===== src/rtl/hall_commutator.sv =====
// Six-step BLDC commutation controller.
// Synchronises and deglitches the raw hall code, maps it to a rotor sector,
// and drives complementary high/low gate enables with dead time between
// any two different drive patterns. Illegal or non-adjacent hall codes
// latch a fault that forces all gates off until cleared.
//
// Ports:
//   clk        system clock
//   rst_n      synchronous active-low reset
//   en         drive enable; 0 forces all gates off
//   dir        0 = forward, 1 = reverse
//   hall       raw asynchronous hall inputs {C,B,A}
//   fault_clr  single-cycle request to clear a latched fault
//   gate_h     high-side enables {C,B,A}, registered
//   gate_l     low-side enables {C,B,A}, registered
//   sector     accepted sector 0..5, 7 = none/invalid
//   comm_pulse one-cycle pulse on each accepted valid sector change
//   fault      latched fault flag
module hall_commutator #(
  parameter int unsigned FILTER_LEN = 4,
  parameter int unsigned DEADTIME   = 8,
  parameter int unsigned CNT_W      = 8
) (
  input  logic       clk,
  input  logic       rst_n,
  input  logic       en,
  input  logic       dir,
  input  logic [2:0] hall,
  input  logic       fault_clr,
  output logic [2:0] gate_h,
  output logic [2:0] gate_l,
  output logic [2:0] sector,
  output logic       comm_pulse,
  output logic       fault
);

  typedef enum logic [1:0] {IDLE, DEAD, DRIVE, FAULT} state_t;

  localparam logic [CNT_W-1:0] FILT_MAX = CNT_W'(FILTER_LEN - 1);
  localparam logic [CNT_W-1:0] DEAD_MAX = CNT_W'(DEADTIME - 1);
  localparam logic [2:0]       NO_SEC   = 3'd7;

  state_t           state;
  logic [2:0]       sync1, sync2;
  logic [2:0]       filt_code;
  logic [CNT_W-1:0] filt_cnt;
  logic [2:0]       acc_code;
  logic             acc_valid;
  logic [2:0]       last_sec;
  logic             last_valid;
  logic [CNT_W-1:0] dead_cnt;

  logic             stable;
  logic             acc_new;
  logic [2:0]       new_sec;
  logic             new_ok;
  logic [2:0]       cur_sec;
  logic             fault_src;
  logic             clear_ok;
  logic [5:0]       tgt;

  function automatic logic [2:0] hall_to_sector(input logic [2:0] h);
    logic [2:0] s;
    case (h)
      3'b001:  s = 3'd0;
      3'b011:  s = 3'd1;
      3'b010:  s = 3'd2;
      3'b110:  s = 3'd3;
      3'b100:  s = 3'd4;
      3'b101:  s = 3'd5;
      default: s = NO_SEC;
    endcase
    return s;
  endfunction

  function automatic logic is_adjacent(input logic [2:0] a, input logic [2:0] b);
    logic [2:0] d;
    d = (a >= b) ? (a - b) : (b - a);
    return (d == 3'd1) || (d == 3'd5);
  endfunction

  // Returns {high, low}; reverse swaps the two phases of the same sector.
  function automatic logic [5:0] drive_pattern(input logic [2:0] s, input logic rev);
    logic [2:0] hi, lo;
    case (s)
      3'd0:    begin hi = 3'b001; lo = 3'b010; end
      3'd1:    begin hi = 3'b001; lo = 3'b100; end
      3'd2:    begin hi = 3'b010; lo = 3'b100; end
      3'd3:    begin hi = 3'b010; lo = 3'b001; end
      3'd4:    begin hi = 3'b100; lo = 3'b001; end
      3'd5:    begin hi = 3'b100; lo = 3'b010; end
      default: begin hi = 3'b000; lo = 3'b000; end
    endcase
    return rev ? {lo, hi} : {hi, lo};
  endfunction

  always_comb begin
    stable    = (sync2 == filt_code);
    // Accept once per stable run: the counter saturates, and a code equal
    // to the one already accepted is not treated as a new event.
    acc_new   = stable && (filt_cnt == FILT_MAX) &&
                (!acc_valid || (filt_code != acc_code));
    new_sec   = hall_to_sector(filt_code);
    new_ok    = (new_sec != NO_SEC);
    cur_sec   = acc_new ? new_sec : hall_to_sector(acc_code);
    fault_src = acc_new && (!new_ok || (last_valid && !is_adjacent(new_sec, last_sec)));
    clear_ok  = fault && fault_clr && (cur_sec != NO_SEC) && !fault_src;
    tgt       = drive_pattern(sector, dir);
  end

  always_ff @(posedge clk) begin
    if (!rst_n) begin
      state      <= IDLE;
      sync1      <= '0;
      sync2      <= '0;
      filt_code  <= '0;
      filt_cnt   <= '0;
      acc_code   <= '0;
      acc_valid  <= 1'b0;
      last_sec   <= '0;
      last_valid <= 1'b0;
      dead_cnt   <= '0;
      gate_h     <= '0;
      gate_l     <= '0;
      sector     <= NO_SEC;
      comm_pulse <= 1'b0;
      fault      <= 1'b0;
    end else begin
      sync1 <= hall;
      sync2 <= sync1;

      if (!stable) begin
        filt_code <= sync2;
        filt_cnt  <= '0;
      end else if (filt_cnt != FILT_MAX) begin
        filt_cnt <= filt_cnt + CNT_W'(1);
      end

      if (acc_new) begin
        acc_code  <= filt_code;
        acc_valid <= 1'b1;
      end

      comm_pulse <= 1'b0;

      if (fault_src) begin
        fault      <= 1'b1;
        sector     <= NO_SEC;
        last_valid <= 1'b0;
        state      <= FAULT;
        gate_h     <= '0;
        gate_l     <= '0;
      end else begin
        if (acc_new && new_ok) begin
          last_sec   <= new_sec;
          last_valid <= 1'b1;
        end
        // Clearing restarts adjacency tracking; it overrides the update above.
        if (clear_ok) begin
          fault      <= 1'b0;
          last_valid <= 1'b0;
        end

        if (fault && !clear_ok) begin
          sector <= NO_SEC;
          state  <= FAULT;
          gate_h <= '0;
          gate_l <= '0;
        end else begin
          sector     <= cur_sec;
          comm_pulse <= acc_new && new_ok && (new_sec != sector);
          if (clear_ok || !en) begin
            state  <= IDLE;
            gate_h <= '0;
            gate_l <= '0;
          end else begin
            case (state)
              IDLE: begin
                if (sector != NO_SEC) begin
                  state    <= DEAD;
                  dead_cnt <= '0;
                end
              end
              DEAD: begin
                if (dead_cnt == DEAD_MAX) begin
                  state  <= DRIVE;
                  gate_h <= tgt[5:3];
                  gate_l <= tgt[2:0];
                end else begin
                  dead_cnt <= dead_cnt + CNT_W'(1);
                end
              end
              DRIVE: begin
                if (tgt != {gate_h, gate_l}) begin
                  state    <= DEAD;
                  dead_cnt <= '0;
                  gate_h   <= '0;
                  gate_l   <= '0;
                end
              end
              default: begin
                state  <= IDLE;
                gate_h <= '0;
                gate_l <= '0;
              end
            endcase
          end
        end
      end
    end
  end

endmodule


===== config.mk =====
export PLATFORM = sky130hd
export DESIGN_NAME = hall_commutator
export DESIGN_NICKNAME = d
export VERILOG_FILES = /design/src/rtl/hall_commutator.sv
export SDC_FILE = /design/constraint.sdc
export NUM_CORES = 1
export LEC_CHECK = 0
export ABC_AREA = 0
export BUFFER_PORTS_ARGS = -buffer_cell sky130_fd_sc_hd__buf_4
export CORE_ASPECT_RATIO = 2
export CORE_MARGIN = 3
export CORE_UTILIZATION = 50
export DETAILED_ROUTE_END_ITERATION = 7
export GPL_ROUTABILITY_DRIVEN = 0
export PLACE_DENSITY = 0.68
export SETUP_SLACK_MARGIN = 0.4
export SLEW_MARGIN = 30
export SYNTH_ARGS = -nofsm -noshare
export SYNTH_HDL_FRONTEND = slang
export SYNTH_SLANG_ARGS = --single-unit

===== constraint.sdc =====
create_clock -name clk -period 5 [get_ports clk]
set_input_delay 0 -clock clk [delete_from_list [all_inputs] [get_ports clk]]
set_output_delay 0 -clock clk [all_outputs]
set_load 0.02 [all_outputs]

==> results.md <==
* Pre-CTS WS at 1310 ps
* Area Growth Syn to Fin at 7.90%
* CTS Sinks at 46
* Starting Density at 51.9%
* Post-CTS sizing at 0
* IO Port Bufs at 18
* Crit path DAT at 3960 ps
* Global Route met3 Usage at 2.76%
* R2R setup slack at 1280 ps
* Fraction of registers with async set/reset at 0%
* Final Max Slew Viols at 0
* Final clock skew at 6.94 ps
* DRC Markers at 0
* ANT cells at 0
* Met2 Use GR at 38.3%
* Fin crit share at 74.4%
* Min Tclk post-route at 3720 ps
* Routed via count at 2546
* Synth area leader: dfxtp_1
* Total grt overflow at 0
* Fin cells at 427
* First-pass GRT wire length at 11.2 mm
* CTS tree: done
* GR peak layer: met2
* Leakage Power at 1.13 nW
* Hold_ws at 44.6 ps
* Worst EP required at 5240 ps
* Ys flop type: dfxtp_1
* Final Setup Violations at 0
* Peak Freq at 269 MHz
* Largest net degree at the start of global routing at 31
* Critical path startpoint category: register
* Worst path max stage delay at 590 ps
* Sequential element share of the synthesized area at 32.5%
* Crit end category: register
* Mapped cell area at 2840 um2
* Root buf cell: clkbuf_8
* FILL cells at 512
* HP Class: in2reg
* Avg WL per Cell at 15.9 um
* Setup TNS at 0 ps
* Htree depth at 2
* Nets at 380
* Die height at 112 um
* CP cell instances: xnor2_1, nor2_1, a21oi_1, ha_1, a211oi_2, nor2_1, or4b_1, a311oi_4, a22oi_2, or4_1, a21oi_1
* Actual slew at the worst max-slew pin at 960 ps
* Crit Path Category: reg2reg
* CTS clk-pin slew, worst paths at 90 ps
* Net Count, Synth at 375
* Placed cells at 416
* Chip width at 59.2 um
* YS warnings at 0
* Vias in the first global route at 2464
* GRT Total Usage at 21.7%
* Netlist cell types at 56
* Flop and latch count out of synthesis at 46
* Slew headroom at 35.9%
* Pwr dens at 218 nW/um2
* Share of cells above drive strength 1 at 9.54%
* Top-area cell type share of the netlist area at 32.5%
* Drt initial violations at 201
* Number of synthesized flops with an enable pin at 0
* Final Util at 55.9%
* Avg Inst Size Synth at 7.85 um2
* Core outline area at 5470 um2
* Num CTS Buffers at 5
* Count leader, synth: dfxtp_1
* Full die area at 6660 um2
* Vias per cell at 5.96
* CP Max Fanout at 13
* Final worst slack at 1280 ps
* First drt pass iteration count at 4
* Bufs on Longest Clock Path at 2
* Worst vdd ir at 0.197 mV
* Status: finished, final reports clean
* Synth area leaders: dfxtp_1, nor2_1, o21ai_0
* Syn Inst Count at 361
* Met1 Use GR at 22.1%
* Fin. Hold Viols at 0
* Post-route ant nets at 0
* Hpwl dp at 5.03 mm
* Total routed wirelength at 6.78 mm
* Rows at 38
* IO Count at 19
* Initial antenna violation count at 0
* Synth cell count leaders: dfxtp_1, nor2_1, nand2_1, o21ai_0, a21oi_1
* RSZ-0062 raised after global routing: no
* Clk Latency, worst-skew pair at 300 ps
* CP max-delay cell: dfxtp_1
* Max Cap Viol at 0
==> registers in the layout, indices dropped and copies added, names as in the netlist <==
| signal | cells |
|---|---|
| state | 2 |
| filt_code | 3 |
| sector | 3 |
| last_valid | 1 |
| gate_l | 3 |
| acc_valid | 1 |
| last_sec | 3 |
| sync2 | 3 |
| fault | 1 |
| acc_code | 3 |
| comm_pulse | 1 |
| filt_cnt | 8 |
| dead_cnt | 8 |
| gate_h | 3 |
| sync1 | 3 |
==> report_power, final <==
group,switching (W),internal (W),total [W]
clock,0.000130,0.0000983,0.000228
sequential,0.00000701,0.000372,0.000379
combinational,0.0000351,0.0000249,0.0000601
total,0.000172,0.000495,0.000667
==> final timing paths <==
| path | startpoint | endpoint | depth (start not counted) |
|---|---|---|---|
| max | filt_code[2] | dead_cnt[4] | 11 |
| max reg2reg | filt_code[2] | dead_cnt[4] | 11 |
| min reg2reg | sync1[2] | sync2[2] | 1 |
| min | rst_n | state[0] | 2 |
==> worst max-delay path, delay by kind of cell (launching register included) <==
family | cells | cell delay, ps
compound gates | 5 | 1300
xor+xnor | 1 | 170
fa+ha+maj | 1 | 350
flops | 1 | 590
simple gates | 4 | 1240
==> final cells by class <==
| type | count | area (um2) | share of cell area (%) |
|---|---|---|---|
| Multi-Input combinational cell | 279 | 1760 | 57.4 |
| Sequential cell | 46 | 921 | 30.1 |
| Timing Repair Buffer | 22 | 173 | 5.64 |
| Tap cell | 60 | 75.1 | 2.45 |
| Clock buffer | 5 | 68.8 | 2.25 |
| Inverter | 12 | 45.0 | 1.47 |
| Clock inverter | 3 | 21.3 | 0.695 |
==> metal layers <==
| layer | part of all wire, % | vias up |
|---|---|---|
| met5 | 0 | - |
| met2 | 54 | 61 |
| met4 | 5.5 | 0 |
| met1 | 38 | 1177 |
| li1 | - | 1281 |
| met3 | 2.9 | 27 |
==> cells in the final DEF, fill, tap and decap left out, types with 4 or more instances in the layout <==
cell	synthesis	layout
a2111oi_0	4	4
a21oi_1	20	20
and2_1	12	12
and3_1	7	7
buf_4	0	19
clkbuf_8	0	5
dfxtp_1	46	46
ha_1	6	6
inv_1	12	12
mux2i_1	6	6
nand2_1	28	28
nand2b_1	17	17
nand3_1	13	13
nor2_1	40	40
nor2b_1	8	8
nor3_1	7	7
o21ai_0	23	23
o22ai_1	4	4
o31ai_1	5	5
or3_1	10	10
or4_1	4	4
xnor2_1	11	11
xor2_1	9	9
==> logic make-up after synthesis <==
group | after synthesis | share of synthesized area, %
AO/OA/AOI/OAI | 84 | 20.2
multiplexers | 8 | 2.91
buffers and inverters | 36 | 5.60
adder cells (fa/ha/maj) | 6 | 2.65
flip-flops | 46 | 32.5
XOR/XNOR | 20 | 6.18
AND/OR/NAND/NOR | 161 | 30.0
==> timing repair <==
| item | in CTS | in global routing |
|---|---|---|
| buffers inserted | 0 | 0 |
| endpoints found under the hold margin | 3 | 0 |
| hold buffers | 3 | 0 |
==> per-stage QoR <==
stage / total power (W) / area, um2
finish: 0.000667 / 3060
global route: 0.000697 / 3060
CTS: 0.000676 / 3060
detailed placement: 0.000445 / 2940
global placement: 0.000445 / 2940
floorplan: 0.000429 / 2840
(Power assumes the default switching activity.)
